## config.mk

```make
export PLATFORM = sky130hd
export DESIGN_NAME = unidade_controle
export DESIGN_NICKNAME = d
export VERILOG_FILES = /design/src/rtl/controle_pkg.sv /design/src/rtl/decodificador_opc.sv /design/src/rtl/unidade_controle.sv
export SDC_FILE = /design/constraint.sdc
export NUM_CORES = 1
export LEC_CHECK = 0
export ABC_AREA = 1
export CORE_UTILIZATION = 48
export CTS_BUF_LIST = sky130_fd_sc_hd__clkbuf_4 sky130_fd_sc_hd__clkbuf_8
export CTS_CLUSTER_DIAMETER = 50
export DETAILED_ROUTE_END_ITERATION = 7
export HOLD_SLACK_MARGIN = 0.1
export PLACE_DENSITY = 0.87
export SYNTH_ARGS = -nofsm -noshare
export SYNTH_HDL_FRONTEND = slang
export SYNTH_SLANG_ARGS = --single-unit
```

## constraint.sdc

```tcl
create_clock -name Clk -period 2.35 [get_ports Clk]
set_input_delay 0.3525 -clock Clk [delete_from_list [all_inputs] [get_ports Clk]]
set_output_delay 0.3525 -clock Clk [all_outputs]
set_load 0.1 [all_outputs]
```

## src/rtl/controle_pkg.sv

```systemverilog
// Shared definitions for the control unit: field widths, opcodes, ALU codes,
// FSM state encoding and the instruction word layout.
package controle_pkg;

    localparam int unsigned LARG_OPC = 4;
    localparam int unsigned LARG_REG = 2;
    localparam int unsigned LARG_ULA = 3;

    // Opcodes
    localparam logic [LARG_OPC-1:0] OPC_NOP = 4'h0;
    localparam logic [LARG_OPC-1:0] OPC_ADD = 4'h1;
    localparam logic [LARG_OPC-1:0] OPC_SUB = 4'h2;
    localparam logic [LARG_OPC-1:0] OPC_AND = 4'h3;
    localparam logic [LARG_OPC-1:0] OPC_OR  = 4'h4;
    localparam logic [LARG_OPC-1:0] OPC_MOV = 4'h5;
    localparam logic [LARG_OPC-1:0] OPC_JZ  = 4'h6;

    // ALU operation codes
    localparam logic [LARG_ULA-1:0] ULA_ADD   = 3'b000;
    localparam logic [LARG_ULA-1:0] ULA_SUB   = 3'b001;
    localparam logic [LARG_ULA-1:0] ULA_AND   = 3'b010;
    localparam logic [LARG_ULA-1:0] ULA_OR    = 3'b011;
    localparam logic [LARG_ULA-1:0] ULA_PASSB = 3'b100;

    typedef enum logic [2:0] {
        OCIOSO = 3'd0,
        DECOD  = 3'd1,
        LEIT   = 3'd2,
        EXEC   = 3'd3,
        ESCR   = 3'd4
    } estado_t;

    typedef struct packed {
        logic [LARG_OPC-1:0] opc;
        logic [LARG_REG-1:0] rd;
        logic [LARG_REG-1:0] rs;
    } instr_t;

endpackage

```

## src/rtl/decodificador_opc.sv

```systemverilog
// Opcode decoder: maps an opcode to the ALU operation and the write / branch /
// invalid-opcode flags. Purely combinational.
//   opc_i      : opcode field of the instruction register
//   op_ula_o   : ALU operation
//   escreve_o  : instruction writes the register file
//   salto_o    : instruction is a conditional branch (JZ)
//   invalido_o : opcode outside the defined set (executes as NOP)
module decodificador_opc
    import controle_pkg::*;
(
    input  logic [LARG_OPC-1:0] opc_i,
    output logic [LARG_ULA-1:0] op_ula_o,
    output logic                escreve_o,
    output logic                salto_o,
    output logic                invalido_o
);

    always_comb begin
        op_ula_o   = ULA_ADD;
        escreve_o  = 1'b0;
        salto_o    = 1'b0;
        invalido_o = 1'b0;
        case (opc_i)
            OPC_NOP: ;
            OPC_ADD: begin op_ula_o = ULA_ADD;   escreve_o = 1'b1; end
            OPC_SUB: begin op_ula_o = ULA_SUB;   escreve_o = 1'b1; end
            OPC_AND: begin op_ula_o = ULA_AND;   escreve_o = 1'b1; end
            OPC_OR:  begin op_ula_o = ULA_OR;    escreve_o = 1'b1; end
            OPC_MOV: begin op_ula_o = ULA_PASSB; escreve_o = 1'b1; end
            OPC_JZ:  salto_o = 1'b1;
            default: invalido_o = 1'b1;
        endcase
    end

endmodule

```

## src/rtl/unidade_controle.sv

```systemverilog
// Multi-cycle control unit: OCIOSO -> DECOD -> LEIT -> EXEC -> ESCR, one
// instruction per 5 cycles. All outputs are registered and derived from the
// next state and instruction register, so no input reaches an output
// combinationally.
// Optional feature: define CONTA_INSTR_EN to count retired instructions on
// NumInstr; otherwise NumInstr is tied to 0.
//   Clk, Reset          : clock, asynchronous active-high reset
//   Instr, InstrValida  : instruction word and its valid strobe
//   Zero                : ALU zero flag (sampled at the end of EXEC for JZ)
//   Fonte1, Fonte2      : register-file read selects (rd, rs)
//   RegEsc, Esc         : register-file write select and enable
//   OpULA               : ALU operation
//   Ocupado             : busy
//   Pronto              : done pulse in ESCR
//   CarregaPC           : branch-taken pulse in ESCR
//   ErroOpc             : invalid-opcode pulse in ESCR
//   NumInstr            : retired-instruction count
module unidade_controle
    import controle_pkg::*;
#(
    parameter int unsigned LARG_CONT = 16
)
(
    input  logic                 Clk,
    input  logic                 Reset,
    input  logic [7:0]           Instr,
    input  logic                 InstrValida,
    input  logic                 Zero,
    output logic [1:0]           Fonte1,
    output logic [1:0]           Fonte2,
    output logic [1:0]           RegEsc,
    output logic                 Esc,
    output logic [2:0]           OpULA,
    output logic                 Ocupado,
    output logic                 Pronto,
    output logic                 CarregaPC,
    output logic                 ErroOpc,
    output logic [LARG_CONT-1:0] NumInstr
);

    estado_t estado_q, estado_d;
    instr_t  ir_q, ir_d;

    logic [LARG_REG-1:0] fonte1_q, fonte1_d;
    logic [LARG_REG-1:0] fonte2_q, fonte2_d;
    logic [LARG_REG-1:0] reg_esc_q, reg_esc_d;
    logic [LARG_ULA-1:0] op_ula_q, op_ula_d;
    logic                esc_q, esc_d;
    logic                ocupado_q, ocupado_d;
    logic                pronto_q, pronto_d;
    logic                carrega_pc_q, carrega_pc_d;
    logic                erro_opc_q, erro_opc_d;

    logic [LARG_ULA-1:0] dec_op_ula;
    logic                dec_escreve;
    logic                dec_salto;
    logic                dec_invalido;

    // IR is stable from DECOD onward, so decoding the registered IR suffices
    decodificador_opc u_decod (
        .opc_i      (ir_q.opc),
        .op_ula_o   (dec_op_ula),
        .escreve_o  (dec_escreve),
        .salto_o    (dec_salto),
        .invalido_o (dec_invalido)
    );

    // Next state, IR capture, and next values of the registered outputs
    always_comb begin
        estado_d     = estado_q;
        ir_d         = ir_q;
        fonte1_d     = '0;
        fonte2_d     = '0;
        reg_esc_d    = '0;
        op_ula_d     = '0;
        esc_d        = 1'b0;
        ocupado_d    = 1'b0;
        pronto_d     = 1'b0;
        carrega_pc_d = 1'b0;
        erro_opc_d   = 1'b0;

        case (estado_q)
            OCIOSO: begin
                if (InstrValida) begin
                    ir_d     = instr_t'(Instr);
                    estado_d = DECOD;
                end
            end
            DECOD:   estado_d = LEIT;
            LEIT:    estado_d = EXEC;
            EXEC:    estado_d = ESCR;
            ESCR:    estado_d = OCIOSO;
            default: estado_d = OCIOSO;
        endcase

        if (estado_d != OCIOSO) begin
            ocupado_d = 1'b1;
            fonte1_d  = ir_d.rd;
            fonte2_d  = ir_d.rs;
        end

        if (estado_d == EXEC || estado_d == ESCR) begin
            op_ula_d = dec_op_ula;
        end

        // ESCR is only entered from EXEC, so Zero here is the end-of-EXEC sample
        if (estado_d == ESCR) begin
            pronto_d     = 1'b1;
            esc_d        = dec_escreve;
            reg_esc_d    = dec_escreve ? ir_d.rd : '0;
            carrega_pc_d = dec_salto & Zero;
            erro_opc_d   = dec_invalido;
        end
    end

    // State, IR and output registers
    always_ff @(posedge Clk or posedge Reset) begin
        if (Reset) begin
            estado_q     <= OCIOSO;
            ir_q         <= '0;
            fonte1_q     <= '0;
            fonte2_q     <= '0;
            reg_esc_q    <= '0;
            op_ula_q     <= '0;
            esc_q        <= 1'b0;
            ocupado_q    <= 1'b0;
            pronto_q     <= 1'b0;
            carrega_pc_q <= 1'b0;
            erro_opc_q   <= 1'b0;
        end else begin
            estado_q     <= estado_d;
            ir_q         <= ir_d;
            fonte1_q     <= fonte1_d;
            fonte2_q     <= fonte2_d;
            reg_esc_q    <= reg_esc_d;
            op_ula_q     <= op_ula_d;
            esc_q        <= esc_d;
            ocupado_q    <= ocupado_d;
            pronto_q     <= pronto_d;
            carrega_pc_q <= carrega_pc_d;
            erro_opc_q   <= erro_opc_d;
        end
    end

    assign Fonte1    = fonte1_q;
    assign Fonte2    = fonte2_q;
    assign RegEsc    = reg_esc_q;
    assign Esc       = esc_q;
    assign OpULA     = op_ula_q;
    assign Ocupado   = ocupado_q;
    assign Pronto    = pronto_q;
    assign CarregaPC = carrega_pc_q;
    assign ErroOpc   = erro_opc_q;

`ifdef CONTA_INSTR_EN
    logic [LARG_CONT-1:0] num_instr_q;

    // Retire count advances on the edge that leaves ESCR; wraps naturally
    always_ff @(posedge Clk or posedge Reset) begin
        if (Reset) begin
            num_instr_q <= '0;
        end else if (estado_q == ESCR) begin
            num_instr_q <= num_instr_q + LARG_CONT'(1);
        end
    end

    assign NumInstr = num_instr_q;
`else
    assign NumInstr = '0;
`endif

endmodule

```

==> impl_metrics.json, run 1 <==
{
  "pin_count": 42,
  "synth_warnings": 0,
  "end_kind": "output pin",
  "synth.distinct_cells": 18,
  "cts.clk_slew.worst_paths_ns": 0.12,
  "status": "complete, no violations",
  "post_drt_wl_per_cell_um": 10.2,
  "hpwl_um": 1330,
  "clockBufferDepth": 2,
  "ctsResizeCount": 0,
  "crit_required_ns": 2.00,
  "drive_above_1_share": 0.189,
  "drt_iter0_markers": 15,
  "crit_chain": "buf_4",
  "yosys_most_used_dff": "dfrtp_1",
  "cts_root_buf": "clkbuf_4",
  "cp_max_fo": 1,
  "ys_top_cells_by_area": "dfrtp_1, buf_4, nand2_1",
  "critPathMaxStageDelay_ns": 0.37,
  "cp.buffers_inverters": 1,
  "cp_slowest_cell": "dfrtp_1",
  "diodes": 0,
  "rows": 16,
  "fillerInstances": 171,
  "die_area_mm2": 0.00246,
  "rsz0062_at_grt": "no",
  "maxCapViolCount": 0,
  "rr_worst_depth": 6,
  "ant_nets": 0,
  "grt_overflow": 0,
  "hold_violations": 0,
  "initial_utilization": 0.533,
  "timing.rr.start": "ir_q[4]$_DFFE_PP0P_",
  "synth_edf_count": 0,
  "cts_sinks": 25,
  "criticalPathCategory": "reg -> out",
  "areaGrowthSynthToFinish_pct": 19.5,
  "yosysTopAreaCell": "dfrtp_1",
  "post-route-period-util": 0.563,
  "rrSetupSlack_ns": 1.11,
  "grt_max_degree": 26,
  "antenna_found_initial": 0,
  "start_kind": "register",
  "coreArea_mm2": 0.00204,
  "clock.fmax_mhz": 756,
  "viasPerCell": 4.41,
  "nets": 156,
  "dr.pass1.iters": 4,
  "ys_seq_elements": 25,
  "final-setup-viol-count": 0,
  "die_x_um": 49.6,
  "cts_max_level": 1,
  "syn-cell-area_mm2": 0.00109,
  "globalplace.congestion": 0.744,
  "drc": 0,
  "max_slew_margin": 0.399,
  "cts_tree": "yes",
  "final.setup.tns_ns": 0,
  "worstSkewPairLatency_ns": 0.31,
  "synth-seq-area-share": 0.575,
  "grt.total_usage": 0.160,
  "cts_buffers": 3,
  "synth_cells": 115,
  "routed_wl_um": 1740,
  "startpoint": "Fonte2[1]$_DFF_PP0_",
  "mostFrequentLayoutCells": "nand2_1, dfrtp_1, inv_1",
  "crit_cells": 1,
  "period_needed_ns": 1.32,
  "clock-skew-final_ns": 0.00177,
  "tightest_slew_ns": 0.901,
  "num_vias": 750,
  "critical_path_arrival_ns": 0.97,
  "die_y_um": 49.6,
  "worst_r2r_endpoint": "Esc$_DFF_PP0_",
  "min_path_type": "in -> async",
  "synth_top_area_frac": 0.575,
  "cp-endpoint": "Fonte2[1]",
  "hold_buffers": 0,
  "syn_area_per_cell_um2": 9.47,
  "io_buffers": 25,
  "layout_commonest_cell": "nand2_1",
  "async_reset_ff_frac": 1.00,
  "grt_pass1_vias": 714,
  "grt_first_pass_wirelength_um": 2950,
  "cts_setup_buffers": 0,
  "critPathTopFamily": "flip-flops",
  "slew_viol_final": 0
}
## metal layers
metal	part of all wire	wire length (um)	GRT usage	vias up
li1	-	-	-	372
met1	0.43	746	0.196	331
met2	0.46	806	0.257	41
met3	0.068	118	0.0154	6
met4	0.037	65	0.124	0
met5	0	0	0	-
## area by class of cell
cell class	instances	area, um^2	share of cell area
sequential	25	626	0.481
timing repair buffer	25	215	0.165
clock inverter	1	5.00	0.00385
clock buffer	3	22.5	0.0173
multi-input combinational	71	327	0.251
tap	27	33.8	0.0260
inverter	18	72.6	0.0558
## logic make-up (layout without fill, tap and decap cells)
logic type	Yosys count	after routing	share of synthesized area
compound gates	11	11	0.0667
buf+inv	34	47	0.177
flops	25	25	0.575
simple gates	44	44	0.178
other cells	1	16	0.00344
## state kept, by name, summed over array words and instances, names as in the netlist
| signal | cells |
|---|---|
| Ocupado | 1 |
| Pronto | 1 |
| ErroOpc | 1 |
| ir_q | 8 |
| RegEsc | 2 |
| OpULA | 3 |
| CarregaPC | 1 |
| estado_q | 3 |
| Fonte1 | 2 |
| Esc | 1 |
| Fonte2 | 2 |
## worst min-delay path by stage
stage	endpoint	slack [ns]	start	cells after the start
after floorplan	CarregaPC$_DFF_PP0_	0.38	Reset	1
after global placement	ir_q[1]$_DFF_PP0_	0.48	ir_q[1]$_DFF_PP0_	2
after detailed placement	ir_q[0]$_DFF_PP0_	0.49	ir_q[0]$_DFF_PP0_	2
after CTS	ir_q[0]$_DFF_PP0_	0.52	ir_q[0]$_DFF_PP0_	2
after global routing	ir_q[1]$_DFF_PP0_	0.55	ir_q[1]$_DFF_PP0_	2
final	RegEsc[1]$_DFF_PP0_	0.52	Reset	2
## per-stage QoR
step                      hold WS, ns   util  instance area (um^2)  setup slack (ns)  std cells
final                           0.520  0.637                  1300              1.03        170
after global routing            0.553  0.637                  1300             0.984        170
after CTS                       0.522  0.637                  1300              1.02        170
after detailed placement        0.491  0.624                  1270             0.877        166
after global placement          0.477  0.624                  1270             0.902        166
after floorplan                 0.380      -                  1140              1.11        130
## cells in the mapped netlist (2+ instances only)
cell type and instances:
nand2_1 26, dfrtp_1 25, inv_1 17, buf_4 16, nor2_1 10, o21ai_0 4
nand3_1 3, a21oi_2 2, nand2_2 2, o21ai_2 2
Power of run 1 is not shown: default switching activity piles up to over one toggle a cycle in this logic, so the estimate is an artifact.
==> run 2, diff against run 1 <==
- CORE_UTILIZATION: 48 -> 44
- PLACE_DENSITY: 0.87 -> 0.8
- clock period: 2.35 -> 1.25 ns (I/O delays scaled with it)
==> run 2 against run 1 <==
Net effect: sequential share of layout area fell by 6.4 points; sequential cell count is the same; routed wire length up 5.2%; critical path type is now reg -> reg; critical endpoint is now Fonte1[0]$_DFF_PP0_.
==> impl_metrics.json, run 2 (synthesized netlist as in run 1, its figures left out) <==
{
  "dp_cells": 168,
  "num_vias": 758,
  "cp_max_fo": 9,
  "io_buffers": 25,
  "cts_max_level": 1,
  "maxCapViolCount": 0,
  "cts_sinks": 25,
  "mostFrequentLayoutCells": "nand2_1, dfrtp_1, inv_1, conb_1, buf_12",
  "final_cells": 173,
  "period_needed_ns": 1.18,
  "clock.fmax_mhz": 844,
  "slew_viol_final": 0,
  "drt_iter0_markers": 14,
  "drc": 0,
  "final.setup.tns_ns": 0,
  "grt_overflow": 0,
  "status": "complete, no violations",
  "rsz0062_at_grt": "yes",
  "initial_utilization": 0.478,
  "nets": 158,
  "grt.total_usage": 0.161,
  "die_y_um": 51.7,
  "cts_buffers": 3,
  "viasPerCell": 4.38,
  "rr_worst_depth": 4,
  "crit_required_ns": 1.44,
  "start_kind": "register",
  "criticalPathCategory": "reg -> reg",
  "layout_commonest_cell": "nand2_1",
  "min_path_type": "in -> async",
  "largest_register": "ir_q",
  "areaGrowthSynthToFinish_pct": 38.3,
  "rows": 17,
  "clockBufferDepth": 2,
  "worstSkewPairLatency_ns": 0.30,
  "hpwl_um": 1430,
  "hold_violations": 0,
  "dr.pass1.iters": 4,
  "routed_wl_um": 1830,
  "cts.clk_slew.worst_paths_ns": 0.12,
  "grt_max_degree": 26,
  "largest_reg_flops": 8,
  "coreArea_mm2": 0.00228,
  "die_x_um": 51.7,
  "drive_above_1_share": 0.228,
  "rrSetupSlack_ns": 0.07,
  "diodes": 0,
  "fin_util": 0.661,
  "end_kind": "register",
  "antenna_found_initial": 0,
  "die_area_mm2": 0.00268,
  "critical_path_arrival_ns": 1.38,
  "cts_tree": "yes",
  "globalplace.congestion": 0.745,
  "pin_count": 42,
  "grt_pass1_vias": 728,
  "ant_nets": 0,
  "post-route-period-util": 0.948,
  "cts_root_buf": "clkbuf_4",
  "grt_first_pass_wirelength_um": 3040,
  "final-setup-viol-count": 0,
  "holdWs_ns": 0.217,
  "clock-skew-final_ns": 0.00304,
  "post_drt_wl_per_cell_um": 10.6
}
==> run 2: cell types whose count changed in the layout (fill, tap and decap cells not counted), sizes merged <==
cell,change
clkbuf,+1
buf,+2
clkinv,-1
==> run 2: layout make-up <==
type                    count  area (um^2)
fillers                   164          771
flip-flops and latches     25          627
repair buffers             27          405
multi-input cells          71          335
inverters                  18         72.6
well taps                  28         35.0
clock buffers               4         30.0
==> run 2: critical path: stages (launching register included) <==
cell and delay [ns]:
dfrtp_2 0.47, nor2_2 0.19, nand3_4 0.16, o21ai_2 0.19
nor2_1 0.06
==> run 2: repair_timing <==
item,CTS,global route
resized for setup,0,4
buffers inserted,0,1
hold buffers,0,0
setup endpoints to repair,0,6
==> run 2: worst paths after layout <==
kind,end,start
min in group Clk,ir_q[4]$_DFFE_PP0P_,Instr[4]
max in group asynchronous,estado_q[1]$_DFF_PP0_,Reset
setup / recovery,Fonte1[0]$_DFF_PP0_,estado_q[1]$_DFF_PP0_
setup reg to reg,Fonte1[0]$_DFF_PP0_,estado_q[1]$_DFF_PP0_
hold / removal,OpULA[0]$_DFF_PP0_,Reset
hold reg to reg,ir_q[1]$_DFF_PP0_,ir_q[1]$_DFF_PP0_
==> run 2: per-layer routing <==
metal  up-vias  GRT usage  share of wire
li1        376          -              -
met1       344      0.172           0.38
met2        34      0.301           0.54
met3         4     0.0263          0.059
met4         0     0.0811          0.020
met5         -          0              0
==> run 2: stage by stage <==
stage,setup slack [ns],area (um^2)
floorplan,0.179,1140
global placement,0.00781,1460
detailed placement,-0.0313,1460
CTS,0.0582,1490
global route,-0.00451,1510
finish,0.0656,1510
Power of run 2 is left out for the same reason.
==> variant 1, RTL diff (config.mk and constraints of run 2) <==
Set the parameter `LARG_CONT` to 32 (it was 16).
--- a/src/rtl/unidade_controle.sv
+++ b/src/rtl/unidade_controle.sv
@@ -20,3 +20,3 @@
 #(
-    parameter int unsigned LARG_CONT = 16
+    parameter int unsigned LARG_CONT = 32
 )
Ports: changed (resized NumInstr); port bits go from 42 to 58. No check against the original RTL was run, so the function may have changed too.
==> variant 1 against run 2 <==
  * Non-clock buffer count grew 1
  * Setup slack improved by 24 ps
  * Largest cell class unchanged
  * Wire length increased by 12%
  * Final cell count up 12%
  * Sequential cell count unchanged
  * Design area is 6.2% higher
  * Synthesized area is 11% higher
  * First-iteration DRC count rose by 29%
Power is left out: the tool's default activity adds up to more than one toggle a clock period on the data nets, which glitch-free logic cannot reach.
==> variant 1: results (changes against run 2) <==
\begin{tabular}{lr}
\hline
Metric & Value \\
\hline
\multicolumn{2}{l}{\textbf{Synth}} \\
\quad Seq/Total Area, Yosys & 0.518 (-0.0571) \\
\quad Compound-cell area share of the yosys netlist & 0.0600 (-0.00663) \\
\quad Netlist cell types & 18 (unchanged) \\
\quad Proportion of register bits with asynchronous set or reset after synthesis & 1.00 (unchanged) \\
\quad Area share of xor/xnor cells in the synthesized design & 0 (unchanged) \\
\quad Multiplexer share of the synthesized area & 0 (unchanged) \\
\quad Area contributors post-synth & sky130\_fd\_sc\_hd\_\_dfrtp\_1 (52\%), sky130\_fd\_sc\_hd\_\_buf\_4 (20\%), sky130\_fd\_sc\_hd\_\_nand2\_1 (8.1\%) \\
\quad Leading post-synthesis cells by instance count & sky130\_fd\_sc\_hd\_\_buf\_4 (32), sky130\_fd\_sc\_hd\_\_nand2\_1 (26), sky130\_fd\_sc\_hd\_\_dfrtp\_1 (25) \\
\multicolumn{2}{l}{\textbf{Clock tree}} \\
\quad CTS root buffer & sky130\_fd\_sc\_hd\_\_clkbuf\_4 \\
\quad Cts bufs inserted & 3 (unchanged) \\
\quad Clock latency at the later pin of the worst-skew pair & 320 ps (+20 ps) \\
\quad Clock H-tree levels & 1 (unchanged) \\
\multicolumn{2}{l}{\textbf{Place}} \\
\quad Final Wtd Congestion & 0.800 (+7.4\%) \\
\quad Setup slack at placement & -35.1 ps (-3.80 ps) \\
\quad Estimated wirelength of the detail-placed design & 1510 um (+5.7\%) \\
\quad Input/output buffers & 25 (unchanged) \\
\multicolumn{2}{l}{\textbf{STA}} \\
\quad Worst setup skew after layout & 1.90 ps (-1.14 ps) \\
\quad Fin Hold WS & 188 ps (-29.7 ps) \\
\multicolumn{2}{l}{\textbf{Worst setup path}} \\
\quad Slowest CP cell & sky130\_fd\_sc\_hd\_\_dfrtp\_2 \\
\quad CP top delay family & flip-flops \\
\quad Startpoint of the lowest-slack register-to-register path & estado\_q[1] \\
\quad Depth of the most critical reg-to-reg path & 5 (+1) \\
\quad Slack of the worst reg-to-reg path & 90 ps (+20 ps) \\
\quad Largest fanout on the critical path & 9 (unchanged) \\
\quad Reg2Reg Capture Point & Fonte2[0] \\
\multicolumn{2}{l}{\textbf{Global routing}} \\
\quad Wire length of the first global-routing pass & 3030 um (-0.23\%) \\
\quad GRT Util Overall & 0.148 (-0.0128) \\
\quad Via count of the first global-routing pass & 710 (-2.5\%) \\
\multicolumn{2}{l}{\textbf{Layout}} \\
\quad Inserted Diodes & 0 (unchanged) \\
\quad Fill cell count & 195 (+19\%) \\
\quad Nets@finish & 176 (+11\%) \\
\quad Register name with the most flops & ir\_q \\
\quad Fraction of layout instances using a drive strength above 1 & 0.227 (-0.000592) \\
\multicolumn{2}{l}{\textbf{Status}} \\
\quad Outcome & completed \\
\multicolumn{2}{l}{\textbf{Drt}} \\
\quad Total number of vias & 826 (+9.0\%) \\
\quad DRT iter0 DRCs & 18 (+4) \\
\quad Routed WL per cell & 10.6 um (+0.29\%) \\
\hline
\end{tabular}
variant 1: cell count changes in the layout (fill, tap and decap cells not counted), sizes merged:
| cell | run 2 | this run |
|---|---|---|
| conb | 16 | 32 |
| buf | 16 | 17 |
| nand3 | 4 | 5 |
| clkinv | 1 | 2 |
| clkbuf | 4 | 3 |
variant 1: routing by layer:
| metal | wire, um | share of wire | up-vias | track usage |
|---|---|---|---|---|
| met2 | 1040 | 0.51 | 46 | 0.280 |
| met3 | 146 | 0.071 | 3 | 0.0250 |
| li1 | - | - | 396 | - |
| met1 | 828 | 0.41 | 381 | 0.158 |
| met5 | 0 | 0 | - | 0 |
| met4 | 29 | 0.014 | 0 | 0.0641 |
variant 1: cell families after synthesis:
logic type / count (synthesis)
DFF: 25
buffers and inverters: 50
other: 1
and+or+nand+nor: 44
AOI/OAI and AO/OA: 11
variant 1: how the worst max path moves through the flow:
| stage | end | slack, ps | cells after the start |
|---|---|---|---|
| 2_1_floorplan | CarregaPC | 180 | 0 |
| 3_3_place_gp | RegEsc[1] | 10 | 4 |
| 3_5_place_dp | RegEsc[1] | -40 | 4 |
| 4_1_cts | OpULA[2] | 30 | 4 |
| 5_1_grt | RegEsc[1] | 3 | 5 |
| 6_report | Fonte2[0] | 90 | 5 |
variant 1: per-stage QoR:
step,cells,area [um2]
floorplan,162,1330
CTS,190,1550
global placement,186,1520
detailed placement,186,1520
global route,193,1600
finish,193,1600
variant 1: final cells by class:
type,instances,area share
flip-flops and latches,25,0.393
inverters,18,0.0454
clock inverters,1,0.00313
repair buffers,28,0.258
well taps,30,0.0235
clock buffers,3,0.0141
multi-input cells,88,0.263
variant 1: repair_timing:
item | CTS | global route
hold buffers | 0 | 0
gates resized for setup | 0 | 8
setup endpoints to repair | 0 | 9
buffers inserted | 0 | 2
==> variant 2, RTL diff (flow settings as in run 2) <==
Made on the original files. Encoding of `estado_t`: now one-hot (5 bits for 5 values).
--- a/src/rtl/controle_pkg.sv
+++ b/src/rtl/controle_pkg.sv
@@ -24,8 +24,8 @@
 
-    typedef enum logic [2:0] {
-        OCIOSO = 3'd0,
-        DECOD  = 3'd1,
-        LEIT   = 3'd2,
-        EXEC   = 3'd3,
-        ESCR   = 3'd4
+    typedef enum logic [4:0] {
+        OCIOSO = 5'b00001,
+        DECOD  = 5'b00010,
+        LEIT   = 5'b00100,
+        EXEC   = 5'b01000,
+        ESCR   = 5'b10000
     } estado_t;
Behaviour: no difference found for any inputs over 10 cycles, from zero or initial values and one cycle with Reset high; not proved beyond that.
==> variant 2 against run 2 <==
  * The run now ends with setup timing left
  * First-iteration DRC count is 110% higher
  * Wire length grew 48%
  * Setup slack worse by 93 ps
  * Design area up 18%
  * Synthesized area increased by 14%
  * Sequential cell count grew 2
  * Critical path depth up 4
  * Count of clock-buffer cells in the layout unchanged
  * Final cell count increased by 21%
==> variant 2: results (changes against run 2) <==
\begin{tabular}{lr}
\hline
Metric & Value \\
\hline
\multicolumn{2}{l}{\textbf{Status}} \\
\quad Outcome & complete, but fails checks \\
\quad Failing checks & setup timing \\
\multicolumn{2}{l}{\textbf{Place}} \\
\quad Final Wtd Congestion & 0.845 (+13\%) \\
\quad Estimated wirelength of the detail-placed design & 1740 um (+22\%) \\
\quad Total placed cells including tap cells & 199 (+18\%) \\
\quad Placed Area & 1640 um2 (+12\%) \\
\multicolumn{2}{l}{\textbf{Global routing}} \\
\quad GRT Util Overall & 0.191 (+0.0299) \\
\quad Pin count of the biggest net entering global routing & 28 (+7.7\%) \\
\quad Via count of the first global-routing pass & 925 (+27\%) \\
\quad Wire length of the first global-routing pass & 3940 um (+30\%) \\
\multicolumn{2}{l}{\textbf{Synth}} \\
\quad Syn Area/Cell & 8.71 um2 (-8.0\%) \\
\quad Leading post-synthesis cells by instance count & sky130\_fd\_sc\_hd\_\_nand2\_1 (38), sky130\_fd\_sc\_hd\_\_dfrtp\_1 (26), sky130\_fd\_sc\_hd\_\_buf\_4 (16) \\
\quad Compound-cell area share of the yosys netlist & 0.0553 (-0.0114) \\
\quad Area contributors post-synth & sky130\_fd\_sc\_hd\_\_dfrtp\_1 (52\%), sky130\_fd\_sc\_hd\_\_nand2\_1 (11\%), sky130\_fd\_sc\_hd\_\_buf\_4 (9.6\%) \\
\quad Netlist cell types & 20 (+2) \\
\multicolumn{2}{l}{\textbf{Drt}} \\
\quad Detailed Route WL & 2700 um (+48\%) \\
\quad DRT iter0 DRCs & 30 (+16) \\
\quad Total number of vias & 995 (+31\%) \\
\multicolumn{2}{l}{\textbf{STA}} \\
\quad Count of endpoints failing setup in the final report & 7 (+7) \\
\quad Setup total negative slack & -98.8 ps (-98.8 ps) \\
\quad Fin Hold WS & 163 ps (-54.6 ps) \\
\quad Final worst-path setup slack & -27.1 ps (-92.7 ps) \\
\quad Worst setup skew after layout & 7.96 ps (+4.92 ps) \\
\multicolumn{2}{l}{\textbf{Layout}} \\
\quad Fill cell count & 191 (+16\%) \\
\quad Fraction of layout instances using a drive strength above 1 & 0.306 (+0.0780) \\
\quad Sequential cell area & 677 um2 (+8.0\%) \\
\quad Nets@finish & 193 (+22\%) \\
\multicolumn{2}{l}{\textbf{Worst setup path}} \\
\quad Largest fanout on the critical path & 3 (-6) \\
\quad WP data arrival & 1530 ps (+150 ps) \\
\quad Launching element of the worst setup path & estado\_q[0] \\
\multicolumn{2}{l}{\textbf{Clock tree}} \\
\quad Clock Pin Slew Worst Setup and Hold Paths & 140 ps (+20 ps) \\
\multicolumn{2}{l}{\textbf{Power}} \\
\quad Pwr Total & between 4 and 5 mW \\
\hline
\end{tabular}
## variant 2: cell types whose count changed after synthesis, sizes merged, moves of 3 or more
cell,before,now
inv,17,23
nand2,28,41
nand4,0,4
nor2,11,14
## variant 2: layer usage
layer  track usage  vias up  wire, um
met5             0        -         0
met4         0.113        0        57
met3       0.00820        5       110
met2         0.359       44      1440
met1         0.209      469      1100
li1              -      477         -
## variant 2: report_power, final
group / switching (mW) / internal (mW) / leakage [nW] / total (mW)
registers: 0.220 / 1.13 / 0.356 / 1.35
logic: 1.66 / 0.832 / 0.561 / 2.49
clock network: 0.254 / 0.147 / 0.0184 / 0.401
## variant 2: timing repair
action                                 CTS  global route
cloned                                   1             0
resized for setup                        4            17
hold buffers                             0             0
pin swaps                                2             7
endpoints found under the hold margin    0             0
setup endpoints to repair                4            12
buffers inserted                         4             2
## variant 2: critical path: stages (launching register included)
cell and delay (ps):
sky130_fd_sc_hd__dfstp_2 560, sky130_fd_sc_hd__inv_2 60, sky130_fd_sc_hd__nor2_4 100, sky130_fd_sc_hd__buf_4 130, sky130_fd_sc_hd__nand2_2 80, sky130_fd_sc_hd__nand2_2 90, sky130_fd_sc_hd__nand2_4 60, sky130_fd_sc_hd__nand2_1 60
sky130_fd_sc_hd__inv_1 40
## variant 2: cells by family (layout without fill, tap and decap cells)
family                 after synthesis  in the layout
buffers and inverters               39             61
other                                1             16
DFF                                 27             27
and+or+nand+nor                     64             64
AOI/OAI and AO/OA                   12             12
## variant 2: layout make-up
cell class | count | area share
sequential | 27 | 0.380
timing repair buffer | 33 | 0.264
multi-input combinational | 92 | 0.262
inverter | 23 | 0.0513
tap | 30 | 0.0211
clock buffer | 4 | 0.0169
timing repair inverter | 1 | 0.00422
